===== src/rtl/dmem_access_unit_if.sv =====
// Request/response and memory bus bundle for dmem_access_unit.
// slave: the access unit; master: the pipeline stage plus the data memory.
interface dmem_access_unit_if #(
  parameter int WORD_LEN = 16
) ();
  logic                req;
  logic [1:0]          op;
  logic [WORD_LEN-1:0] addr;
  logic [WORD_LEN-1:0] wdata;
  logic                ready;
  logic                done;
  logic [WORD_LEN-1:0] rdata;
  logic                err;
  logic                mem_re;
  logic                mem_we;
  logic [WORD_LEN-1:0] mem_addr;
  logic [WORD_LEN-1:0] mem_wdata;
  logic [WORD_LEN-1:0] mem_rdata;

  modport slave (
    input  req, op, addr, wdata, mem_rdata,
    output ready, done, rdata, err, mem_re, mem_we, mem_addr, mem_wdata
  );

  modport master (
    output req, op, addr, wdata, mem_rdata,
    input  ready, done, rdata, err, mem_re, mem_we, mem_addr, mem_wdata
  );
endinterface


===== src/rtl/dmem_access_unit.sv =====
// Load/store initiator between the MEM stage and the big-endian word memory.
// LH/LB/SH take one memory cycle; SB does read-modify-write over two cycles.
// Optional macro DMEM_MISALIGN_TRAP_EN: odd-address LH/SH are rejected with
// err/done instead of accessing the aligned word.
module dmem_access_unit #(
  parameter int WORD_LEN = 16
) (
  input  logic                  clk,
  input  logic                  rst,
  dmem_access_unit_if.slave     bus
);

  typedef enum logic [1:0] {IDLE, ACCESS, MERGE, DONE} state_t;
  typedef enum logic [1:0] {OP_LH, OP_LB, OP_SH, OP_SB} op_t;

  state_t              state_q, state_d;
  op_t                 op_q;
  logic [WORD_LEN-1:0] addr_q, wdata_q, merged_q, rdata_q;
  logic                err_q;

  logic [WORD_LEN-1:0] word_addr;
  logic [7:0]          sel_byte;
  logic [WORD_LEN-1:0] merged_d;
  logic                misalign;

  logic                ready_c, done_c, err_c, re_c, we_c;
  logic [WORD_LEN-1:0] maddr_c, mwdata_c;

  assign word_addr = {addr_q[WORD_LEN-1:1], 1'b0};

`ifdef DMEM_MISALIGN_TRAP_EN
  // Halfword ops have op[0]=0; an odd address on those is trapped.
  assign misalign = bus.addr[0] & ~bus.op[0];
`else
  assign misalign = 1'b0;
`endif

  // Byte lane selection and store-byte merge on the word read this cycle
  always_comb begin
    sel_byte = addr_q[0] ? bus.mem_rdata[7:0] : bus.mem_rdata[WORD_LEN-1 -: 8];
    merged_d = bus.mem_rdata;
    if (addr_q[0]) merged_d[7:0] = wdata_q[7:0];
    else           merged_d[WORD_LEN-1 -: 8] = wdata_q[7:0];
  end

  // State register
  always_ff @(posedge clk or negedge rst) begin
    if (!rst) state_q <= IDLE;
    else      state_q <= state_d;
  end

  // Next state and state-decoded bus outputs
  always_comb begin
    state_d  = state_q;
    ready_c  = 1'b0;
    done_c   = 1'b0;
    err_c    = 1'b0;
    re_c     = 1'b0;
    we_c     = 1'b0;
    maddr_c  = '0;
    mwdata_c = '0;
    case (state_q)
      IDLE: begin
        ready_c = 1'b1;
        if (bus.req) state_d = misalign ? DONE : ACCESS;
      end
      ACCESS: begin
        re_c    = 1'b1;
        maddr_c = word_addr;
        if (op_q == OP_SH) begin
          we_c     = 1'b1;
          mwdata_c = wdata_q;
        end
        state_d = (op_q == OP_SB) ? MERGE : DONE;
      end
      MERGE: begin
        we_c     = 1'b1;
        maddr_c  = word_addr;
        mwdata_c = merged_q;
        state_d  = DONE;
      end
      DONE: begin
        done_c  = 1'b1;
        err_c   = err_q;
        state_d = IDLE;
      end
      default: state_d = IDLE;
    endcase
  end

  // Request capture, load result and merged store word
  always_ff @(posedge clk or negedge rst) begin
    if (!rst) begin
      op_q     <= OP_LH;
      addr_q   <= '0;
      wdata_q  <= '0;
      merged_q <= '0;
      rdata_q  <= '0;
      err_q    <= 1'b0;
    end else begin
      case (state_q)
        IDLE: begin
          if (bus.req) begin
            op_q    <= op_t'(bus.op);
            addr_q  <= bus.addr;
            wdata_q <= bus.wdata;
            err_q   <= misalign;
          end
        end
        ACCESS: begin
          case (op_q)
            OP_LH:   rdata_q  <= bus.mem_rdata;
            OP_LB:   rdata_q  <= {{(WORD_LEN-8){sel_byte[7]}}, sel_byte};
            OP_SB:   merged_q <= merged_d;
            default: ;
          endcase
        end
        DONE:    err_q <= 1'b0;
        default: ;
      endcase
    end
  end

  assign bus.ready     = ready_c;
  assign bus.done      = done_c;
  assign bus.err       = err_c;
  assign bus.rdata     = rdata_q;
  assign bus.mem_re    = re_c;
  assign bus.mem_we    = we_c;
  assign bus.mem_addr  = maddr_c;
  assign bus.mem_wdata = mwdata_c;

endmodule


===== src/flat_wrapper.sv =====
// flat-port wrapper written by rule: the top's interface ports become plain ports
module dmem_access_unit_flat 
#(
  parameter int WORD_LEN = 16
)
  (clk, rst, bus_req, bus_op, bus_addr, bus_wdata, bus_mem_rdata, bus_ready, bus_done, bus_rdata, bus_err, bus_mem_re, bus_mem_we, bus_mem_addr, bus_mem_wdata);
  dmem_access_unit_if #(.WORD_LEN(WORD_LEN)) bus_i ();
  input  logic clk;
  input  logic rst;
  input wire logic [$bits(bus_i.req)-1:0] bus_req;
  input wire logic [$bits(bus_i.op)-1:0] bus_op;
  input wire logic [$bits(bus_i.addr)-1:0] bus_addr;
  input wire logic [$bits(bus_i.wdata)-1:0] bus_wdata;
  input wire logic [$bits(bus_i.mem_rdata)-1:0] bus_mem_rdata;
  output wire logic [$bits(bus_i.ready)-1:0] bus_ready;
  output wire logic [$bits(bus_i.done)-1:0] bus_done;
  output wire logic [$bits(bus_i.rdata)-1:0] bus_rdata;
  output wire logic [$bits(bus_i.err)-1:0] bus_err;
  output wire logic [$bits(bus_i.mem_re)-1:0] bus_mem_re;
  output wire logic [$bits(bus_i.mem_we)-1:0] bus_mem_we;
  output wire logic [$bits(bus_i.mem_addr)-1:0] bus_mem_addr;
  output wire logic [$bits(bus_i.mem_wdata)-1:0] bus_mem_wdata;
  assign bus_i.req = bus_req;
  assign bus_i.op = bus_op;
  assign bus_i.addr = bus_addr;
  assign bus_i.wdata = bus_wdata;
  assign bus_i.mem_rdata = bus_mem_rdata;
  assign bus_ready = bus_i.ready;
  assign bus_done = bus_i.done;
  assign bus_rdata = bus_i.rdata;
  assign bus_err = bus_i.err;
  assign bus_mem_re = bus_i.mem_re;
  assign bus_mem_we = bus_i.mem_we;
  assign bus_mem_addr = bus_i.mem_addr;
  assign bus_mem_wdata = bus_i.mem_wdata;
  dmem_access_unit #(.WORD_LEN(WORD_LEN)) u_core (.clk(clk), .rst(rst), .bus(bus_i));
endmodule

===== config.mk =====
export PLATFORM = sky130hd
export DESIGN_NAME = dmem_access_unit_flat
export DESIGN_NICKNAME = d
export VERILOG_FILES = /design/src/rtl/dmem_access_unit_if.sv /design/src/rtl/dmem_access_unit.sv /design/src/flat_wrapper.sv
export SDC_FILE = /design/constraint.sdc
export NUM_CORES = 1
export LEC_CHECK = 0
export CORE_MARGIN = 2
export CORE_UTILIZATION = 45
export DETAILED_ROUTE_END_ITERATION = 10
export DONT_BUFFER_PORTS = 1
export GPL_TIMING_DRIVEN = 0
export PLACE_DENSITY = 0.59
export SLEW_MARGIN = 5
export SYNTH_ARGS = -nofsm -noshare
export SYNTH_HDL_FRONTEND = slang
export SYNTH_SLANG_ARGS = --single-unit
export TNS_END_PERCENT = 5

===== constraint.sdc =====
create_clock -name clk -period 1.9 [get_ports clk]
set_input_delay 0.19 -clock clk [delete_from_list [all_inputs] [get_ports clk]]
set_output_delay 0.19 -clock clk [all_outputs]
set_load 0.05 [all_outputs]

==> flow_summary.toml <==
[clock_tree]
numCtsBuffers = 9
clkTransAtPathRegs_ns = 0.07
htreeDepth = 3
root_buffer = "clkbuf_8"
cts_tree = "yes"
clock_path_buffers = 2
clk_latency_ns = 0.34
clkSinkCount = 68

[placed_design]
dp_cells = 389
place_area_um2 = 3470
port_buffers = 0
dp_hpwl_um = 5410
gp_congestion = 0.758

[setup_path]
r2r-start = "u_core.state_q[1]"
slowest_delay_ns = 0.40
start_kind = "flip-flop"
cp_max_fo = 6
reg2reg_slack_ns = 0
path_buf_inv = 3
crit_required_ns = 1.71
worst_path_max_delay_cell = "dfrtp_1"
path_cells = "inv_2 > ha_4 > and3b_1 > buf_6 > clkbuf_16 > a22oi_2 > nor2b_4"
rr_worst_depth = 6
worst-setup-path-type = "flip-flop to primary output"
endpoint_kind = "primary output"
cp_top_family = "simple AND/OR/NAND/NOR gates"
worstReg2RegEnd = "u_core.addr_q[12]"
critPathArrivalTime_ns = 2.01

[grt]
grt_pass1_wl_um = 12600
grt_overflow = 0
grt_pass1_vias = 2430
grt_max_degree = 69
antenna_found_initial = 0
grt.total_usage_pct = 21.4

[yosys]
synthCells = 289
synth_top_family_by_area = "multiplexers"
synth.cell_area_um2 = 3260
post-synth-top-area-fraction_pct = 52.3
ys_warn_count = 0
yosys.area.top_type = "dfrtp_1"
synth_simple_gate_area_share_pct = 12.9
synth_compound_area_share_pct = 10.2
ys_types = 25
synth.avg_cell_area_um2 = 11.3
yosysSeqAreaShare_pct = 52.3
synthXorXnorAreaFrac_pct = 0
synthAdderAreaFrac_pct = 1.54
synth_mux_area_share_pct = 19.3
synth_seq_cells = 68
synth.area.top_cells = "dfrtp_1, mux2_2, mux2i_1"

[worst_hold_path]
hold_depth = 2
worstHoldEndpoint = "u_core.merged_q[3]"
worstHoldPathType = "input pin to flip-flop"
min_from = "bus_mem_rdata[3]"

[finish]
fin_nets = 407
layout_common_cells = "dfrtp_1, dlygate4sd3_1, mux2_2"
antennaDiodeCount = 0
syn2layout_area_growth_pct = 36.1
final_cells = 454
design_area_um2 = 4430
num-fill-cells = 627
drive_gt1_share_pct = 33.2
final_common_cell = "dfrtp_1"

[timing]
rsz0062_at_grt = "yes"
final-max-slew-violation-count = 0
holdWs_ns = 0.0491
setup_viol = 32
skew_ns = 0.00478
min_period_over_period_pct = 116
finalHoldViolCount = 0
clock.fmax_ghz = 0.454
tns_ns = -5.56
fin_ws_ns = -0.304
fin_crit_ns = 2.20

[detailed_routing]
vias_per_cell = 5.21
top_layer_used = "met4"
first_pass_iters = 4
wire_per_inst_um = 17.7
met3_length_um = 422
drtIter0Drc = 93
vias = 2367
met2_length_um = 4060
drc = 0
wl_met1_um = 3430
ant_nets = 0
wl_um = 8020

[floorplan]
die_w_um = 89.1
start_util_pct = 45.6
io_pins = 106
row_count = 31
coreArea_um2 = 7140
die_h_um = 89.1
dieArea_um2 = 7930

[outcome]
violations = "setup timing"
status = "complete, but fails checks"

[run]
drv_cap = 0
==> cell usage after synthesis <==
cell type and instances:
mux2i_1 23, clkbuf_1 8, and2_1 15, inv_1 2
o21a_1 1, a22oi_1 16, ha_1 4, nand3_1 1
a21oi_1 9, nor2b_1 18, a21oi_4 1, mux2_4 1
buf_2 7, a21boi_0 1, and3b_1 1, buf_6 1
nor2_1 9, nand2_2 1, conb_1 1, dfrtp_1 68
buf_4 5, nand2b_1 11, nand2_1 24, o21ai_0 27
mux2_2 34
==> routing by layer <==
metal  global-route usage (%)  up-vias
met5                        0        -
met4                     9.23        0
met3                     5.17        9
met2                     34.5       66
met1                     27.8     1178
li1                         -     1114
==> area by class of cell <==
cell class / count / area, um2 / share of cell area (%)
buffer: 20 / 150 / 3.39
timing repair buffer: 50 / 536 / 12.1
sequential: 68 / 1700 / 38.4
clock buffer: 13 / 179 / 4.04
multi-input combinational: 199 / 1640 / 37.1
tap: 99 / 124 / 2.80
inverter: 2 / 7.51 / 0.169
clock inverter: 3 / 90.1 / 2.03
==> per-stage QoR <==
stage / setup slack, ns / utilization [%]
2_1_floorplan: -0.0428 / -
3_3_place_gp: -0.271 / 48.7
3_5_place_dp: -0.298 / 48.7
4_1_cts: -0.317 / 61.2
5_1_grt: -0.380 / 62.1
6_report: -0.304 / 62.1
==> registers in the layout, indices dropped and copies added, names as in the netlist <==
signal and flops:
u_core.merged_q 16, u_core.op_q 2, u_core.state_q 2, u_core.addr_q 16
u_core.wdata_q 16, u_core.bus.rdata 16
==> cells by family after synthesis <==
family / Yosys count
other: 1
DFF: 68
and+or+nand+nor: 80
buffers and inverters: 23
AOI/OAI and AO/OA: 55
adders and majority gates: 4
muxes: 58
==> repair_timing <==
| action | 4_1_cts | 5_1_grt |
|---|---|---|
| cloned | 0 | 1 |
| hold buffers | 45 | 0 |
| endpoints found under the hold margin | 111 | 0 |
| pin swaps | 2 | 1 |
| resized for setup | 53 | 8 |
| buffers inserted | 3 | 1 |
| setup endpoints to repair | 62 | 63 |
==> worst register-to-register path: stages (launching register included) <==
cell     delay (ns)
dfrtp_1        0.40
inv_2          0.10
buf_4          0.11
ha_2           0.38
nand2_2        0.21
buf_2          0.27
mux2_2         0.31
==> how the worst max path moves through the flow <==
stage               slack (ns)              start                 to  depth (start not counted)
finish                   -0.30  u_core.state_q[1]   bus_mem_wdata[3]                          7
global route             -0.38  u_core.state_q[1]   bus_mem_wdata[3]                          7
CTS                      -0.32  u_core.state_q[1]   bus_mem_wdata[3]                          7
global placement         -0.27  u_core.state_q[1]  bus_mem_wdata[15]                          7
floorplan                -0.04  u_core.state_q[1]  bus_mem_wdata[10]                          7
detailed placement       -0.30  u_core.state_q[1]   bus_mem_wdata[3]                          7
Power is not shown: default switching activity piles up to over one toggle a cycle in this logic, so the estimate is an artifact.
